==> src/rtl/rs_scheduler.sv <==
// Reservation-station bank for one functional unit.
// Holds dispatched instructions and captures their missing operands from
// the CDB. Each cycle it presents the oldest entry whose operands are both
// valid. Ages form a dense rank: 0 is the oldest busy entry. An issue
// decrements every younger entry's age, so the relative order is preserved.
//
// Handshake: iss_valid/iss_ready is a strict valid/ready pair. Once
// iss_valid rises for an entry, that entry and all iss_* fields stay fixed
// until the cycle in which iss_ready is high. The transfer happens on that
// clock edge. iss_valid never depends combinationally on iss_ready,
// dis_* or cdb_*.
module rs_scheduler #(
  parameter int NUM_RS     = 4,
  parameter int data_width = 16,
  parameter int tag_width  = 3
) (
  input  logic                          clk,
  input  logic                          rst_n,
  input  logic                          flush,
  input  logic                          dis_valid,
  output logic                          dis_ready,
  input  logic [3:0]                    dis_op,
  input  logic [data_width-1:0]         dis_Vj,
  input  logic [data_width-1:0]         dis_Vk,
  input  logic [tag_width-1:0]          dis_Qj,
  input  logic [tag_width-1:0]          dis_Qk,
  input  logic                          dis_Vj_valid,
  input  logic                          dis_Vk_valid,
  input  logic [tag_width-1:0]          dis_dest,
  input  logic                          cdb_valid,
  input  logic [tag_width-1:0]          cdb_tag,
  input  logic [data_width-1:0]         cdb_data,
  output logic                          iss_valid,
  input  logic                          iss_ready,
  output logic [3:0]                    iss_op,
  output logic [data_width-1:0]         iss_Vj,
  output logic [data_width-1:0]         iss_Vk,
  output logic [tag_width-1:0]          iss_dest,
  output logic [$clog2(NUM_RS+1)-1:0]   occupancy
);
  localparam int AW = (NUM_RS > 1) ? $clog2(NUM_RS) : 1;
  localparam int OW = $clog2(NUM_RS+1);

  logic [NUM_RS-1:0]     busy_q, busy_d, vjv_q, vjv_d, vkv_q, vkv_d;
  logic [3:0]            op_q   [NUM_RS];
  logic [3:0]            op_d   [NUM_RS];
  logic [data_width-1:0] vj_q   [NUM_RS];
  logic [data_width-1:0] vj_d   [NUM_RS];
  logic [data_width-1:0] vk_q   [NUM_RS];
  logic [data_width-1:0] vk_d   [NUM_RS];
  logic [tag_width-1:0]  qj_q   [NUM_RS];
  logic [tag_width-1:0]  qj_d   [NUM_RS];
  logic [tag_width-1:0]  qk_q   [NUM_RS];
  logic [tag_width-1:0]  qk_d   [NUM_RS];
  logic [tag_width-1:0]  dest_q [NUM_RS];
  logic [tag_width-1:0]  dest_d [NUM_RS];
  logic [AW-1:0]         age_q  [NUM_RS];
  logic [AW-1:0]         age_d  [NUM_RS];
  logic                  lock_q, lock_d;
  logic [AW-1:0]         lock_idx_q, lock_idx_d;

  logic [OW-1:0] occ;
  logic [AW-1:0] alloc_idx, oldest_idx, sel, best_age;
  logic          alloc_found, any_rdy;
  logic          do_dis, do_iss, byp_j, byp_k;

  // Occupancy, lowest free slot and oldest ready entry, all from registered state
  always_comb begin
    occ         = '0;
    alloc_idx   = '0;
    alloc_found = 1'b0;
    oldest_idx  = '0;
    best_age    = '0;
    any_rdy     = 1'b0;
    for (int i = 0; i < NUM_RS; i++) begin
      occ = occ + OW'(busy_q[i]);
      if (!busy_q[i] && !alloc_found) begin
        alloc_idx   = AW'(i);
        alloc_found = 1'b1;
      end
      if (busy_q[i] && vjv_q[i] && vkv_q[i] && (!any_rdy || age_q[i] < best_age)) begin
        oldest_idx = AW'(i);
        best_age   = age_q[i];
        any_rdy    = 1'b1;
      end
    end
  end

  assign occupancy = occ;
  assign dis_ready = (occ < OW'(NUM_RS));
  // A locked entry is always ready: it is busy and its operands cannot be un-validated
  assign sel       = lock_q ? lock_idx_q : oldest_idx;
  assign iss_valid = lock_q | any_rdy;
  assign iss_op    = iss_valid ? op_q[sel]   : '0;
  assign iss_Vj    = iss_valid ? vj_q[sel]   : '0;
  assign iss_Vk    = iss_valid ? vk_q[sel]   : '0;
  assign iss_dest  = iss_valid ? dest_q[sel] : '0;

  assign do_dis = dis_valid && dis_ready && !flush;
  assign do_iss = iss_valid && iss_ready;
  assign byp_j  = !dis_Vj_valid && cdb_valid && (cdb_tag == dis_Qj);
  assign byp_k  = !dis_Vk_valid && cdb_valid && (cdb_tag == dis_Qk);

  // Next state: flush, CDB wakeup, issue/lock, then dispatch into the free slot
  always_comb begin
    busy_d     = busy_q;
    vjv_d      = vjv_q;
    vkv_d      = vkv_q;
    op_d       = op_q;
    vj_d       = vj_q;
    vk_d       = vk_q;
    qj_d       = qj_q;
    qk_d       = qk_q;
    dest_d     = dest_q;
    age_d      = age_q;
    lock_d     = lock_q;
    lock_idx_d = lock_idx_q;
    if (flush) begin
      busy_d = '0;
      lock_d = 1'b0;
    end else begin
      for (int i = 0; i < NUM_RS; i++) begin
        if (busy_q[i] && cdb_valid && !vjv_q[i] && qj_q[i] == cdb_tag) begin
          vj_d[i]  = cdb_data;
          vjv_d[i] = 1'b1;
        end
        if (busy_q[i] && cdb_valid && !vkv_q[i] && qk_q[i] == cdb_tag) begin
          vk_d[i]  = cdb_data;
          vkv_d[i] = 1'b1;
        end
      end
      if (do_iss) begin
        busy_d[sel] = 1'b0;
        lock_d      = 1'b0;
        for (int i = 0; i < NUM_RS; i++) begin
          if (busy_q[i] && age_q[i] > age_q[sel]) age_d[i] = age_q[i] - AW'(1);
        end
      end else if (iss_valid) begin
        lock_d     = 1'b1;
        lock_idx_d = sel;
      end
      if (do_dis) begin
        busy_d[alloc_idx] = 1'b1;
        op_d[alloc_idx]   = dis_op;
        vj_d[alloc_idx]   = byp_j ? cdb_data : dis_Vj;
        vk_d[alloc_idx]   = byp_k ? cdb_data : dis_Vk;
        vjv_d[alloc_idx]  = dis_Vj_valid | byp_j;
        vkv_d[alloc_idx]  = dis_Vk_valid | byp_k;
        qj_d[alloc_idx]   = dis_Qj;
        qk_d[alloc_idx]   = dis_Qk;
        dest_d[alloc_idx] = dis_dest;
        age_d[alloc_idx]  = do_iss ? AW'(occ - OW'(1)) : AW'(occ);
      end
    end
  end

  // State registers with asynchronous clear
  always_ff @(posedge clk or negedge rst_n) begin
    if (!rst_n) begin
      busy_q     <= '0;
      vjv_q      <= '0;
      vkv_q      <= '0;
      lock_q     <= 1'b0;
      lock_idx_q <= '0;
      for (int i = 0; i < NUM_RS; i++) begin
        op_q[i]   <= '0;
        vj_q[i]   <= '0;
        vk_q[i]   <= '0;
        qj_q[i]   <= '0;
        qk_q[i]   <= '0;
        dest_q[i] <= '0;
        age_q[i]  <= '0;
      end
    end else begin
      busy_q     <= busy_d;
      vjv_q      <= vjv_d;
      vkv_q      <= vkv_d;
      lock_q     <= lock_d;
      lock_idx_q <= lock_idx_d;
      op_q       <= op_d;
      vj_q       <= vj_d;
      vk_q       <= vk_d;
      qj_q       <= qj_d;
      qk_q       <= qk_d;
      dest_q     <= dest_d;
      age_q      <= age_d;
    end
  end
endmodule

==> config.mk <==
export PLATFORM = sky130hd
export DESIGN_NAME = rs_scheduler
export DESIGN_NICKNAME = d
export VERILOG_FILES = /design/src/rtl/rs_scheduler.sv
export SDC_FILE = /design/constraint.sdc
export NUM_CORES = 1
export LEC_CHECK = 0
export ABC_AREA = 1
export CORE_MARGIN = 3
export CORE_UTILIZATION = 63
export CTS_BUF_LIST = sky130_fd_sc_hd__clkbuf_16
export CTS_CLUSTER_DIAMETER = 120
export DETAILED_ROUTE_END_ITERATION = 7
export PLACE_DENSITY = 0.95
export SYNTH_ARGS = -nofsm -noshare
export SYNTH_HDL_FRONTEND = slang
export SYNTH_SLANG_ARGS = --single-unit
==> constraint.sdc <==
create_clock -name clk -period 7.24 [get_ports clk]
set_input_delay 1.448 -clock clk [delete_from_list [all_inputs] [get_ports clk]]
set_output_delay 1.448 -clock clk [all_outputs]
set_load 0.05 [all_outputs]
==> results of run 1 <==
[how the worst min path moves through the flow]
stage	start	endpoint	slack, ns	depth (start not counted)
floorplan	dest_q[0]	dest_q[0]	0.45	2
detailed placement	op_q[0]	op_q[0]	0.47	2
global route	dest_q[1]	dest_q[1]	0.50	2
CTS	dest_q[1]	dest_q[1]	0.49	2
global placement	op_q[3]	op_q[3]	0.47	2
finish	dest_q[1]	dest_q[1]	0.49	2
[timing repair]
action / in CTS / in global routing
resized for setup: 0 / 11
setup buffers: 0 / 2
setup endpoints to repair: 0 / 38
[cell type report]
class | count | area [um^2]
antenna | 1 | 2.502
clock buffer | 22 | 550.5
clock inverter | 17 | 246.5
fill | 1184 | 4462
inverter | 172 | 651.9
multi-input combinational | 1032 | 5774
sequential | 203 | 5080
tap | 229 | 286.5
timing repair buffer | 138 | 1277
[state kept, by name, summed over array words and instances, names as in the netlist, 8 cells and up]
signal  flops
qj_q       12
qk_q       12
dest_q     12
vk_q       64
op_q       16
vj_q       64
age_q       8
[synth_stat cells, types with 5 or more instances]
| cell type | number |
|---|---|
| o21ai_0 | 283 |
| nand2_1 | 213 |
| dfrtp_1 | 203 |
| inv_1 | 163 |
| a21oi_1 | 123 |
| clkbuf_1 | 95 |
| o22ai_1 | 73 |
| nor2_1 | 72 |
| nand3_1 | 50 |
| a22oi_1 | 40 |
| a221oi_2 | 33 |
| o31ai_1 | 22 |
| xor2_1 | 21 |
| nand4_1 | 19 |
| o221ai_1 | 13 |
| ha_1 | 11 |
| nor3_1 | 11 |
| o211ai_1 | 11 |
| buf_2 | 9 |
| buf_6 | 8 |
| a31oi_1 | 7 |
| nand2_2 | 7 |
| inv_2 | 5 |
| o21ai_1 | 5 |
[where the power goes]
group          leakage [nW]  total [mW]  internal (mW)  switching (mW)
combinational          3.44        1.42          0.499           0.925
sequential             2.47        1.60           1.39           0.209
clock                 0.394        1.26          0.770           0.489
[critical path: cells and delay by family, from the launching register on]
| kind | cells | cell delay (ns) |
|---|---|---|
| DFF | 1 | 0.53 |
| AOI/OAI and AO/OA | 3 | 0.44 |
| buffers and inverters | 6 | 1.29 |
| and+or+nand+nor | 19 | 1.68 |
| adders and majority gates | 3 | 0.84 |
[routing by layer]
metal | GRT usage [%] | vias up | share of wire, %
li1 | - | 5411 | -
met1 | 49.26 | 5827 | 35
met2 | 56.96 | 1170 | 44
met3 | 9.755 | 253 | 15
met4 | 20.76 | 0 | 5.4
met5 | 0 | - | 0
[metrics by stage]
step	setup slack [ns]	utilization (%)	power, mW	hold WS (ns)	cell area [um^2]
5_1_grt	0.007605	75.65	4.452	0.4996	13870
2_1_floorplan	1.707	-	2.547	0.4537	12000
4_1_cts	0.1251	75.36	4.222	0.4902	13810
3_5_place_dp	0.6976	71.01	2.973	0.4747	13020
6_report	0.4784	75.66	4.280	0.4880	13870
3_3_place_gp	0.8761	71.01	2.899	0.4667	13020
[cells by family (layout without fill, tap and decap cells)]
kind of cell    count (synthesis)  in the layout
buf+inv                       289            349
other cells                     0              1
flops                         203            203
xor+xnor                       22             22
fa+ha+maj                      12             12
simple gates                  384            384
compound gates                614            614
==> out/metrics.yaml, run 1 <==
clock_sinks: 203
worstRegToRegCells: 37
drt_iter0_markers: 2304
drv_slew: 0
die_y_um: 144.0
layout.nets: 1653
critPathRequiredTime_ns: 5.79
r2r-start: "busy_q[0]"
grt_pass1_vias: 12430
synth-async-reset-ratio_pct: 100.0
grt_max_degree: 124
synth_xor_area_share_pct: 1.606
synth.distinct_cells: 37
fin_crit_sh_pct: 93.39
powerDensity_nw_per_um2: 308.6
clk_path_buf_depth: 3
core-area_um2: 18330
path_common_cell: "nand2_1"
slowest_stage: "dfrtp_1"
cts_max_level: 1
relSlewSlack_pct: 17.13
start_kind: "register"
slowest_delay_ns: 0.53
setup_viol: 0
drive_gt1_share_pct: 9.533
synth_top_family_by_area: "compound AO/OA/AOI/OAI gates"
hold_violations: 0
antenna_found_initial: 0
row_count: 49
violations: "DRC"
postSynthCellCount: 1524
start_util_pct: 65.44
regToRegEndpoint: "age_q[0]"
synthMuxAreaShare_pct: 0
synth-seq-area-share_pct: 42.35
power.leakage_nw: 6.306
globalRoute.totalOverflow: 0
timing.critical_path.to_type: "output port"
avgSynthCellArea_um2: 7.871
cts_made_buffers: 22
fin_cells: 1814
hpwl_mm: 24.54
cp-endpoint: "iss_Vk[9]"
finalWeightedCongestion: 0.9515
ys_seq_elements: 203
status: "complete, but fails checks"
hp-class: "reg -> reg"
ant_nets: 0
cts_tree: "yes"
crit_fanout: 25
clk_latency_ns: 0.52
synth-simple-area-share_pct: 13.70
grt_pass1_wl_mm: 62.64
tns_ns: 0
worst_pin_slew_ns: 1.243
port-buffer-count: 115
irDropWorstVdd_uv: 177.7
worstSetupStartpoint: "busy_q[0]"
clock.fmax_mhz: 147.9
rsz0062_at_grt: "false"
syn-cell-area_um2: 12000
synth.largest_area_cell: "dfrtp_1"
period_needed_ns: 6.762
drc: 12
first_pass_iters: 8
wl_per_cell_um: 21.81
maxCapViolCount: 0
reg2reg_slack_ns: 1.59
clk_pin_slew_ns: 0.06
via_per_inst: 6.980
num_io_pins: 116
area_growth_pct: 15.63
synth.area.top_cells: "dfrtp_1 (42%), o21ai_0 (12%), nand2_1 (6.7%), a21oi_1 (5.1%), inv_1 (5.1%)"
cp_data_arrival_time_ns: 5.31
synth_fa_ha_area_share_pct: 1.314
place_inst: 1772
dr_total_vias: 12660
synth_nets: 1608
dieArea_um2: 20730
path_class: "reg -> out"
synth_compound_area_share_pct: 31.33
wirelength_mm: 39.56
final_common_cell: "o21ai_0"
die_x_um: 144.0
grt_util_all_layers_pct: 37.51
synth-edff-count: 0
cts-root-buf: "clkbuf_16"
yosys_warnings: 0
synth_top_area_share_pct: 42.35
clock_skew_ns: 0.008195
hold_buffers: 0
synthFlopType: "dfrtp_1"
layout_common_cells: "o21ai_0 (283), nand2_1 (213), dfrtp_1 (203), inv_1 (164), a21oi_1 (123)"
Note: power is estimated with default switching activity, not from simulation.
==> inputs of run 2 (changes only) <==
--- a/config.mk
+++ b/config.mk
@@ -12,6 +12,7 @@
 export CTS_CLUSTER_DIAMETER = 120
 export DETAILED_ROUTE_END_ITERATION = 7
 export PLACE_DENSITY = 0.95
+export REMOVE_ABC_BUFFERS = 1
 export SYNTH_ARGS = -nofsm -noshare
 export SYNTH_HDL_FRONTEND = slang
 export SYNTH_SLANG_ARGS = --single-unit
==> out/metrics.yaml, run 2 (synthesis gave the netlist of run 1 again) <==
clock_sinks: 203  # unchanged
layout.nets: 1656  # +0.18%
cts-root-buf: "clkbuf_16"
area_growth_pct: 14.76
die_x_um: 144.0  # unchanged
worst_pin_slew_ns: 1.148  # -0.09529 ns
reg_top3: "vj_q: 64 flops, vk_q: 64 flops, op_q: 16 flops"
clk_latency_ns: 0.53  # about the same
wirelength_mm: 39.04  # -1.3%
hold_violations: 0  # unchanged
dr_total_vias: 12700  # +0.32%
wl_per_cell_um: 21.50  # -1.4%
finalWorstSetupSlack_ns: 0.4081  # -0.07032 ns
placed_cell_area_um2: 13090  # +0.52%
path_class: "reg -> out"
drt_iter0_markers: 2270  # -1.5%
drc: 19  # +7
period_needed_ns: 6.832  # +0.07032 ns
timing.critical_path.to_type: "output port"
clk_pin_slew_ns: 0.06  # about the same
cts_tree: "yes"
fin_cells: 1816  # +0.11%
place_inst: 1777  # +0.28%
dieArea_um2: 20730  # unchanged
post-place-ws_ns: 0.6034  # -0.09418 ns
worstSetupStartpoint: "busy_q[0]"
final_area_um2: 13770  # -0.75%
globalRoute.totalOverflow: 0  # unchanged
hp-class: "reg -> reg"
relSlewSlack_pct: 23.30  # +6.2 points
ant_nets: 0  # unchanged
start_util_pct: 65.44  # unchanged
worstHoldStart: "dest_q[6]"
violations: "DRC"
irDropWorstVdd_uv: 192.5  # +8.3%
setup_viol: 0  # unchanged
clock_skew_ns: 0.02652  # +0.01833 ns
grt_pass1_vias: 12270  # -1.3%
finalPower_mw: 4.104  # -4.1%
status: "complete, but fails checks"
clock.fmax_mhz: 146.4  # -1.0%
via_per_inst: 6.994  # +0.21%
cts_max_level: 1  # unchanged
drive_gt1_share_pct: 9.200  # -0.33 points
r2r-start: "busy_q[0]"
slowest_stage: "dfrtp_1"
hold_buffers: 0  # unchanged
fin_crit_sh_pct: 94.36  # +0.97 points
grt_util_all_layers_pct: 36.98  # -0.52 points
die_y_um: 144.0  # unchanged
start_kind: "register"
num_io_pins: 116  # unchanged
row_count: 49  # unchanged
drv_slew: 0  # unchanged
first_pass_iters: 8  # unchanged
core-area_um2: 18330  # unchanged
maxCapViolCount: 0  # unchanged
slowest_delay_ns: 0.52  # about the same
cp_data_arrival_time_ns: 5.38  # +0.07 ns
layout_common_cells: "o21ai_0 (283), nand2_1 (213), dfrtp_1 (203), inv_1 (167), a21oi_1 (123)"
critPathRequiredTime_ns: 5.79  # about the same
grt_max_degree: 82  # -34%
cts_made_buffers: 22  # unchanged
hpwl_mm: 23.67  # -3.5%
antennaDiodeCount: 0  # -1
antenna_found_initial: 0  # unchanged
crit_fanout: 14  # -44%
grt_pass1_wl_mm: 61.85  # -1.3%
port-buffer-count: 115  # unchanged
powerDensity_nw_per_um2: 298.2  # -3.4%
finalWeightedCongestion: 0.9317  # -2.1%
clk_path_buf_depth: 3  # unchanged
path_common_cell: "nand2_1"
power.leakage_nw: 6.333  # +0.42%
tns_ns: 0  # unchanged
final_common_cell: "o21ai_0"
-- run 2: path summary, 6_finish.rpt --
| path | end | slack (ns) | cells past startpoint |
|---|---|---|---|
| worst max-delay path | iss_Vj[10] | 0.41 | 31 |
| worst min-delay path | dest_q[6] | 0.49 | 2 |
| worst max register to register | age_q[3] | 1.45 | 37 |
| worst min register to register | dest_q[6] | 0.49 | 2 |
| max in group asynchronous | vjv_q[0] | 4.98 | 2 |
| min in group asynchronous | vk_q[25] | 0.90 | 1 |
-- run 2: cell type report --
class	count	area, um^2
clock inverter	17	135.1
timing repair buffer	141	1300
multi-input combinational	1032	5767
inverter	172	646.9
tap	229	286.5
clock buffer	22	550.5
sequential	203	5080
fill	1236	4566
-- run 2: critical path: cells and delay by family, from the launching register on --
family / cells / cell delay, ns
DFF: 1 / 0.52
AOI/OAI and AO/OA: 3 / 0.45
buffers and inverters: 6 / 1.41
and+or+nand+nor: 19 / 1.63
adders and majority gates: 3 / 0.86
-- run 2: through the flow --
step	utilization, %	hold WS, ns
floorplan	-	0.4537
global placement	71.38	0.4667
detailed placement	71.38	0.4740
CTS	75.12	0.4879
global route	75.09	0.5127
finish	75.09	0.4855
-- run 2: layer usage --
layer  track usage (%)  share of wire, %  vias to the layer above
li1                  -                 -                     5411
met4             19.82               6.3                        0
met2             56.88                45                     1223
met3             8.664                14                      261
met1             48.90                35                     5807
met5                 0                 0                        -
-- run 2: what timing repair did --
action,CTS,global route
gates resized for setup,0,29
buffers inserted,0,0
endpoints found under the setup margin,0,21
-- run 2: power by group --
group          internal, mW  leakage (nW)  switching [mW]  total (mW)
Sequential             1.39          2.47           0.205        1.59
Clock                 0.624         0.359           0.475        1.10
Combinational         0.494          3.50           0.919        1.41
